### config.mk
export PLATFORM = sky130hd
export DESIGN_NAME = dma_channel
export DESIGN_NICKNAME = d
export VERILOG_FILES = /design/src/rtl/dma_channel.sv
export SDC_FILE = /design/constraint.sdc
export NUM_CORES = 1
export LEC_CHECK = 0
export CAP_MARGIN = 20
export CORE_MARGIN = 10
export CORE_UTILIZATION = 47
export DETAILED_ROUTE_END_ITERATION = 16
export HOLD_SLACK_MARGIN = 0.12
export PLACE_DENSITY = 0.75
export SETUP_SLACK_MARGIN = 0.15
export SKIP_LAST_GASP = 1
export SLEW_MARGIN = 10
export SYNTH_ARGS = -nofsm -noshare
export SYNTH_HDL_FRONTEND = slang
export SYNTH_SLANG_ARGS = --single-unit
### constraint.sdc
create_clock -name clk -period 4.54 [get_ports clk]
set_input_delay 0.908 -clock clk [delete_from_list [all_inputs] [get_ports clk]]
set_output_delay 0.908 -clock clk [all_outputs]
set_load 0.05 [all_outputs]
### src/rtl/dma_channel.sv
// Single memory-to-memory DMA channel with shadowed SRC/DST/CNT, triggered starts and completion irq.
// Optional feature: define DMA_REPEAT_EN to enable repeat-on-trigger with count/DST reload.
module dma_channel #(
  parameter int CNT_W = 16
) (
  input  logic        clk,
  input  logic        rst,
  input  logic [1:0]  reg_sel,
  input  logic [31:0] reg_wdata,
  input  logic        reg_write,
  output logic [15:0] ctrl_rdata,
  input  logic        vblank_trig,
  input  logic        hblank_trig,
  output logic        bus_req,
  input  logic        bus_gnt,
  output logic [31:0] mem_addr,
  output logic [31:0] mem_wdata,
  input  logic [31:0] mem_rdata,
  output logic [1:0]  mem_width,
  output logic        mem_read,
  output logic        mem_write,
  input  logic        mem_ok,
  output logic        busy,
  output logic        irq
);

  typedef enum logic [2:0] {S_IDLE, S_WAIT, S_REQ, S_RD, S_WR, S_DONE} state_t;

  state_t           state_q;
  logic [31:0]      src_sh_q, dst_sh_q, src_q, dst_q;
  logic [CNT_W-1:0] cnt_sh_q, cnt_q;
  logic [15:0]      ctrl_q;
  logic             acc_q;
  logic             bus_req_q, mem_read_q, mem_write_q, irq_q, busy_q;
  logic [31:0]      mem_addr_q, mem_wdata_q;
  logic [1:0]       width_q;

  logic [31:0]      src_sh_d, dst_sh_d, src_nx, dst_nx;
  logic [CNT_W-1:0] cnt_sh_d;
  logic [15:0]      ctrl_d;
  logic             en_rise;

  function automatic logic [31:0] align(input logic [31:0] a, input logic word);
    align = word ? {a[31:2], 2'b00} : {a[31:1], 1'b0};
  endfunction

  // src modes 1x are fixed; dst mode 11 increments (the reload happens elsewhere)
  function automatic logic [31:0] step(input logic [31:0] a, input logic [1:0] mode,
                                       input logic word, input logic is_dst);
    logic [31:0] d;
    d = word ? 32'd4 : 32'd2;
    if (mode == 2'b01)                                step = a - d;
    else if (mode == 2'b00 || (is_dst && mode == 2'b11)) step = a + d;
    else                                              step = a;
  endfunction

  always_comb begin
    src_sh_d = src_sh_q;
    dst_sh_d = dst_sh_q;
    cnt_sh_d = cnt_sh_q;
    ctrl_d   = ctrl_q;
    if (reg_write) begin
      case (reg_sel)
        2'd0:    src_sh_d = reg_wdata;
        2'd1:    dst_sh_d = reg_wdata;
        2'd2:    cnt_sh_d = reg_wdata[CNT_W-1:0];
        default: ctrl_d   = {6'd0, reg_wdata[9:0]};
      endcase
    end
`ifndef DMA_REPEAT_EN
    ctrl_d[6] = 1'b0;
`endif
    en_rise = ctrl_d[0] & ~ctrl_q[0];
    src_nx  = step(src_q, ctrl_q[5:4], ctrl_q[1], 1'b0);
    dst_nx  = step(dst_q, ctrl_q[3:2], ctrl_q[1], 1'b1);
  end

  always_ff @(posedge clk) begin
    if (rst) begin
      state_q     <= S_IDLE;
      src_sh_q    <= '0;
      dst_sh_q    <= '0;
      cnt_sh_q    <= '0;
      ctrl_q      <= '0;
      src_q       <= '0;
      dst_q       <= '0;
      cnt_q       <= '0;
      acc_q       <= 1'b0;
      bus_req_q   <= 1'b0;
      mem_read_q  <= 1'b0;
      mem_write_q <= 1'b0;
      irq_q       <= 1'b0;
      busy_q      <= 1'b0;
      mem_addr_q  <= '0;
      mem_wdata_q <= '0;
      width_q     <= 2'd2;
    end else begin
      src_sh_q <= src_sh_d;
      dst_sh_q <= dst_sh_d;
      cnt_sh_q <= cnt_sh_d;
      ctrl_q   <= ctrl_d;
      irq_q    <= 1'b0;
      if (en_rise) begin
        src_q <= align(src_sh_d, ctrl_d[1]);
        dst_q <= align(dst_sh_d, ctrl_d[1]);
        cnt_q <= cnt_sh_d;
      end
      case (state_q)
        S_IDLE: begin
          if (ctrl_d[0]) begin
            if (ctrl_d[8:7] == 2'b00) begin
              state_q   <= S_REQ;
              bus_req_q <= 1'b1;
              busy_q    <= 1'b1;
            end else begin
              state_q <= S_WAIT;
            end
          end
        end
        S_WAIT: begin
          if (!ctrl_q[0]) begin
            state_q <= S_IDLE;
          end else if ((ctrl_q[8:7] == 2'b01 && vblank_trig) ||
                       (ctrl_q[8:7] == 2'b10 && hblank_trig)) begin
            state_q   <= S_REQ;
            bus_req_q <= 1'b1;
            busy_q    <= 1'b1;
          end
        end
        S_REQ: begin
          if (!ctrl_q[0]) begin
            state_q   <= S_IDLE;
            bus_req_q <= 1'b0;
            busy_q    <= 1'b0;
          end else if (bus_gnt) begin
            state_q    <= S_RD;
            mem_read_q <= 1'b1;
            mem_addr_q <= src_q;
            width_q    <= ctrl_q[1] ? 2'd2 : 2'd1;
            acc_q      <= 1'b0;
          end
        end
        // acc_q marks that the access has already been held one cycle
        S_RD: begin
          if (acc_q && mem_ok) begin
            state_q     <= S_WR;
            mem_read_q  <= 1'b0;
            mem_write_q <= 1'b1;
            mem_addr_q  <= dst_q;
            mem_wdata_q <= (width_q == 2'd2) ? mem_rdata : {mem_rdata[15:0], mem_rdata[15:0]};
            acc_q       <= 1'b0;
          end else begin
            acc_q <= 1'b1;
          end
        end
        S_WR: begin
          if (acc_q && mem_ok) begin
            src_q       <= src_nx;
            dst_q       <= dst_nx;
            cnt_q       <= cnt_q - CNT_W'(1);
            mem_write_q <= 1'b0;
            acc_q       <= 1'b0;
            if (!ctrl_q[0]) begin
              state_q   <= S_IDLE;
              bus_req_q <= 1'b0;
              busy_q    <= 1'b0;
            end else if (cnt_q == CNT_W'(1)) begin
              state_q   <= S_DONE;
              bus_req_q <= 1'b0;
              irq_q     <= ctrl_q[9];
            end else begin
              state_q    <= S_RD;
              mem_read_q <= 1'b1;
              mem_addr_q <= src_nx;
            end
          end else begin
            acc_q <= 1'b1;
          end
        end
        S_DONE: begin
          busy_q    <= 1'b0;
          state_q   <= S_IDLE;
          ctrl_q[0] <= 1'b0;
`ifdef DMA_REPEAT_EN
          if (ctrl_q[6] && ctrl_q[8:7] != 2'b00) begin
            state_q   <= S_WAIT;
            ctrl_q[0] <= ctrl_d[0];
            cnt_q     <= cnt_sh_q;
            if (ctrl_q[3:2] == 2'b11) dst_q <= align(dst_sh_q, ctrl_q[1]);
          end
`endif
        end
        default: state_q <= S_IDLE;
      endcase
    end
  end

  assign ctrl_rdata = ctrl_q;
  assign bus_req    = bus_req_q;
  assign mem_addr   = mem_addr_q;
  assign mem_wdata  = mem_wdata_q;
  assign mem_width  = width_q;
  assign mem_read   = mem_read_q;
  assign mem_write  = mem_write_q;
  assign busy       = busy_q;
  assign irq        = irq_q;

endmodule

# Word level (Yosys, flattened, before mapping)
# Cells that the tools add are included.
dict set report word_totals {
  regBits 245
  latchBits 0
  mem_bits_rw 0
  romBits 0
  input_bits 73
  out_inout_bits 87
  wordCells 161
  memories 0
}
dict set report classes {
  add_sub_neg 5
  multipliers 0
  div_mod_pow 0
  n_lt_le_gt_ge 0
  n_eq_ne 29
  n_shift 0
  mux 69
  n_bitwise 6
  n_reduce_logical 30
}
# op n
set op_table {}
lappend op_table {{2-to-1 mux 32 bit} 21}
lappend op_table {{case mux 32 bit (3 select lines)} 1}
lappend op_table {{2-to-1 mux 16 bit} 5}
lappend op_table {{adder 32 x 3 -> 32 bit} 1}
lappend op_table {{adder 32 bit} 1}
lappend op_table {{subtractor 32 x 3 -> 32 bit} 1}
lappend op_table {{subtractor 32 bit} 1}
lappend op_table {{2-to-1 mux 3 bit} 10}
lappend op_table {{!= test 2 bit (second input constant)} 11}
lappend op_table {{2-to-1 mux 1 bit} 20}
lappend op_table {{2-to-1 mux 9 bit} 2}
lappend op_table {{equality test 16 x 1 -> 1 bit (second input constant)} 1}
lappend op_table {{subtractor 16 x 1 -> 16 bit (second input constant)} 1}
lappend op_table {{case mux 3 bit (5 select lines)} 1}
lappend op_table {{!= test 3 bit (second input constant)} 3}
lappend op_table {{AND reduction 3 bit} 3}
lappend op_table {{equality test 2 x 1 -> 1 bit (second input constant)} 4}
lappend op_table {{equality test 2 bit (second input constant)} 4}
lappend op_table {{zero test 2 bit} 4}
lappend op_table {{2-to-1 mux 2 bit} 4}
lappend op_table {{AND reduction 2 bit} 4}
lappend op_table {{AND reduction 8 bit} 1}
lappend op_table {{AND reduction 7 bit} 1}
lappend op_table {{equality test 3 x 2 -> 1 bit (second input constant)} 2}
lappend op_table {{other kinds (21)} 32}

# Depth between registers and ports, before layout
dict set report depth {
  depth_word 8
  depth_mapped 16
  mapped_depth_nobuf 11
}

# Least setup slack after synthesis
# Ideal clock, no wire load.
dict set report synth_timing {
  path_type {register -> register}
  from {register ctrl_q[3], in the netlist ctrl_rdata[3]}
  to {register dst_q[26]}
  setup_time_ps 132
  t_arrival_ps 3974
  required_ps 4408
  slack_ps 434
  path_stages_with_launch 16
  n_path_buf 5
  synth_period_minus_slack_ps 4106
  cell_sequence {dfxtp_1 or2b_1 buf_2 clkbuf_1 buf_2 buf_2 nor2_1 ha_1 nor2b_1 o2111ai_1 a221o_1 or2_1 clkbuf_1 nor4_1 mux2i_1 a21oi_1}
}
dict set report synth_via {
  elab_chain_len 4
  elab_cells_between_ends 8
  classes_between {eq/ne: 3; mux: 3; reduce/logical: 2}
}
# element line_no
set synth_lines {}
lappend synth_lines {{from (decl)} 32} ;# logic [15:0] ctrl_q;
lappend synth_lines {{from (signal assigned)} 101} ;# ctrl_q <= ctrl_d;
lappend synth_lines {{equality test 2 x 1 -> 1 bit} 52} ;# if (mode == 2'b01) step = a - d;
lappend synth_lines {{2-to-1 mux 32 bit} 52}
lappend synth_lines {{2-to-1 mux 32 bit} 157} ;# if (acc_q && mem_ok) begin
lappend synth_lines {{2-to-1 mux 32 bit} 108} ;# case (state_q)
lappend synth_lines {{to (signal assigned)} 105} ;# dst_q <= align(dst_sh_d, ctrl_d[1]);
lappend synth_lines {{to (signal assigned)} 159} ;# dst_q <= dst_nx;
lappend synth_lines {{to (decl)} 30} ;# logic [31:0] src_sh_q, dst_sh_q, src_q, dst_q;
# Parallel ways exist; a longest one is shown, timed or not.
# A chain may end at the register's enable or synchronous reset.

# Worst setup path after layout
dict set report layout_timing {
  from {register ctrl_q[2], in the netlist ctrl_rdata[2]}
  to {register dst_q[14]}
}
# The elaborated chain is that of the path after synthesis.

==> results.yml <==
outcome:
  status: "finished clean"
cts:
  cts-root-buf: "clkbuf_16"
  post_cts_buffers: 0
  clk_pin_slew_ns: 0.07
  cts-htree-levels: 1
  ctsLongestPathBuffers: 3
  cts-resized-gates: 0
  cts_buffers: 27
  cts_tree: "built"
  cts.sinks: 242
  cts_hold_buffers: 0
  clock_latency_ns: 0.56
routing:
  vias_per_cell: 6.23
  drt_iter0_drc: 1497
  finalWirelength_um: 48800
  ant_nets: 0
  dr.pass1.iters: 7
  post_drt_wl_per_cell_um: 22.1
  drt_drc_violations_left: 0
  num_vias: 13700
logic_synthesis:
  synth_edf_count: 0
  synth_warnings: 0
  ys_seq_elements: 242
  yosysSeqAreaShare_pct: 35.6
  synth_flop_cell: "dfxtp_1"
  synth_area_leaders: "dfxtp_1 (36%), nor2_1 (8.3%), mux2i_1 (7.9%), nand2_1 (4.5%), a21oi_1 (4.3%)"
  synth_top_area_share_pct: 35.6
  synth_cell_type_count: 90
  yosysTopAreaCell: "dfxtp_1"
  synth_area_per_cell_um2: 7.80
  async_reset_ff_share_pct: 0
  syn_inst: 1744
  synth_area_um2: 13600
global_route:
  grt_util_met1_pct: 34.8
  first_global_vias: 12700
  grt_max_degree: 109
  grt_overflow: 0
  globalRouteTotalUtil_pct: 25.6
  antenna_found_initial: 0
  grt.busiest_layer: "met2"
  grt_first_pass_wirelength_um: 74600
  use_met2_pct: 39.8
  grtUsageMet3_pct: 3.72
cells_and_area:
  final_layout_size_suffix_gt1_share_pct: 6.75
  regArea_um2: 4840
  finalNetCount: 1886
  area_delta_synth_final_pct: 18.9
  nFillCells: 2589
  multi_input_area_um2: 8060
  fin_util_pct: 56.6
  diodes: 0
die:
  dieArea_um2: 36200
  die_w_um: 190
  start_util_pct: 47.6
  die_height_um: 190
  io_pins: 160
  core_um2: 28600
  rows: 62
place:
  gp_congestion: 0.986
  post-place-ws_ns: 1.11
  placement.io_buffers: 152
  dp_hpwl_um: 35200
worst_setup_path:
  reg2reg_setup_slack_ns: 1.14
  required_ns: 4.97
  arrival_ns: 3.84
  start_kind: "flip-flop"
  critical_path_class: "flip-flop to flip-flop"
  critPathMaxFanout: 8
  cp-end-kind: "flip-flop"
timing:
  fin_ws_ns: 1.14
  drv_slew: 0
  finalHoldViolCount: 0
  skew_ns: 0.0244
  period_minus_slack_ns: 3.40
  max_slew_margin_pct: 25.9
  grt_setup_unrepaired: "no"
  setup_viol: 0
  setup_tns_ns: 0
  fin_crit_sh_pct: 75.0
  max_freq_ghz: 0.294
  worst_slew_pin_slew_ns: 1.11
power:
  combPwrFrac_pct: 9.9
  switching_share_pct: 25.6
  leakagePower_nw: 5.96
  pwr-share-clk_pct: 45.9
  cellPowerDensity_nw_per_um2: 309
  p_sw_w: 0.00128
  p_int_w: 0.00372
  pwr-share-seq_pct: 44.2
  peakVddDrop_uv: 290
min_path:
  min_path_type: "flip-flop to flip-flop"
job:
  drv_cap: 0
-- synthesized netlist by cell type (9+ instances only) --
cell	number
or3_1	9
buf_2	20
a21oi_1	116
a211oi_1	47
a311oi_1	9
o22ai_1	22
nand3_1	38
nor3_1	42
a31oi_1	13
nor4_1	26
buf_1	12
o21ai_0	63
a221oi_1	31
nor3b_1	9
or2_2	11
mux2i_1	107
nand2b_1	15
a22oi_1	10
nand2_1	162
inv_1	22
and2_1	10
xor2_1	12
and3_1	12
nor2_1	301
ha_1	9
nand4_1	24
xnor2_1	30
nor2b_1	14
clkbuf_1	120
or4_1	22
dfxtp_1	242
-- metal layers --
metal	wire length, um	vias up
li1	-	6412
met1	20500	6485
met2	21700	722
met3	4540	120
met4	2080	0
met5	0	-
-- worst max-delay path, stage by stage, from the launching register on --
cell	delay, ns
dfxtp_1	0.57
or2b_1	0.29
nor2_1	0.10
ha_1	0.27
nor2b_1	0.20
o41ai_1	0.50
a221o_1	0.40
mux2_2	0.40
a21oi_1	0.15
nor2_1	0.05
a2111oi_0	0.35
-- cell usage in the layout (no fill, tap or decap), types with 11 or more instances in the layout --
cell             instances
xnor2_1                 30
clkbuf_16               27
nor4_1                  26
a211oi_1                47
nor3_1                  42
nor2b_1                 12
and3_1                  12
nand3_1                 38
o21ai_0                 63
o22ai_1                 22
clkdlybuf4s50_1        151
xor2_1                  12
buf_4                   31
nand2_1                162
or4_1                   22
nor2_1                 298
a31oi_1                 13
nand2b_1                15
dfxtp_1                242
or2_2                   11
inv_1                   22
a21oi_1                116
mux2i_1                107
a221oi_1                31
nand4_1                 24
-- layout make-up --
cell class	instances	area share (%)
clock buffer	39	5.07
timing repair buffer	185	11.1
inverter	22	0.510
sequential	242	29.9
multi-input combinational	1324	49.8
clock inverter	9	0.672
tap	384	2.97
-- kinds of logic (layout without fill, tap and decap cells) --
kind of cell	count (synthesis)	after routing	share of synthesized area (%)
buf+inv	184	255	5.59
other cells	1	7	0.0275
fa+ha+maj	11	11	1.12
compound gates	419	419	21.1
mux	116	116	8.61
flops	242	242	35.6
xor+xnor	42	42	2.70
simple gates	729	729	25.3
-- power groups by stage --
| stage | clock network, W | logic (W) | registers (W) |
|---|---|---|---|
| after floorplan | 0 | 0.000297 | 0.00225 |
| after global placement | 0 | 0.000478 | 0.00225 |
| after detailed placement | 0 | 0.000484 | 0.00226 |
| after CTS | 0.00231 | 0.000486 | 0.00221 |
| after global routing | 0.00238 | 0.000529 | 0.00221 |
| final | 0.00229 | 0.000494 | 0.00221 |
-- final timing paths --
path | startpoint | end | cells past startpoint
worst max-delay path | ctrl_rdata[2] | dst_q[14] | 10
worst min register to register | mem_addr[13] | mem_addr[13] | 2
worst min-delay path | mem_addr[13] | mem_addr[13] | 2
worst max register to register | ctrl_rdata[2] | dst_q[14] | 10
-- flip-flops by register name, indices dropped and copies added (netlist names) --
signal / flops
cnt_sh_q: 16
mem_addr: 32
mem_read: 1
irq: 1
mem_write: 1
bus_req: 1
mem_wdata: 32
state_q: 3
dst_q: 32
dst_sh_q: 31
src_q: 32
acc_q: 1
cnt_q: 16
busy: 1
src_sh_q: 31
mem_width: 2
ctrl_rdata: 9
-- per-stage QoR --
step	instances	cell area [um2]	power, W	hold slack [ns]
4_1_cts	2205	16200	0.00500	0.453
2_1_floorplan	1750	13600	0.00255	0.450
5_1_grt	2205	16200	0.00513	0.467
3_3_place_gp	2157	15300	0.00273	0.441
3_5_place_dp	2157	15300	0.00274	0.446
6_report	2205	16200	0.00500	0.452
Power figures use the tool's default switching activity.
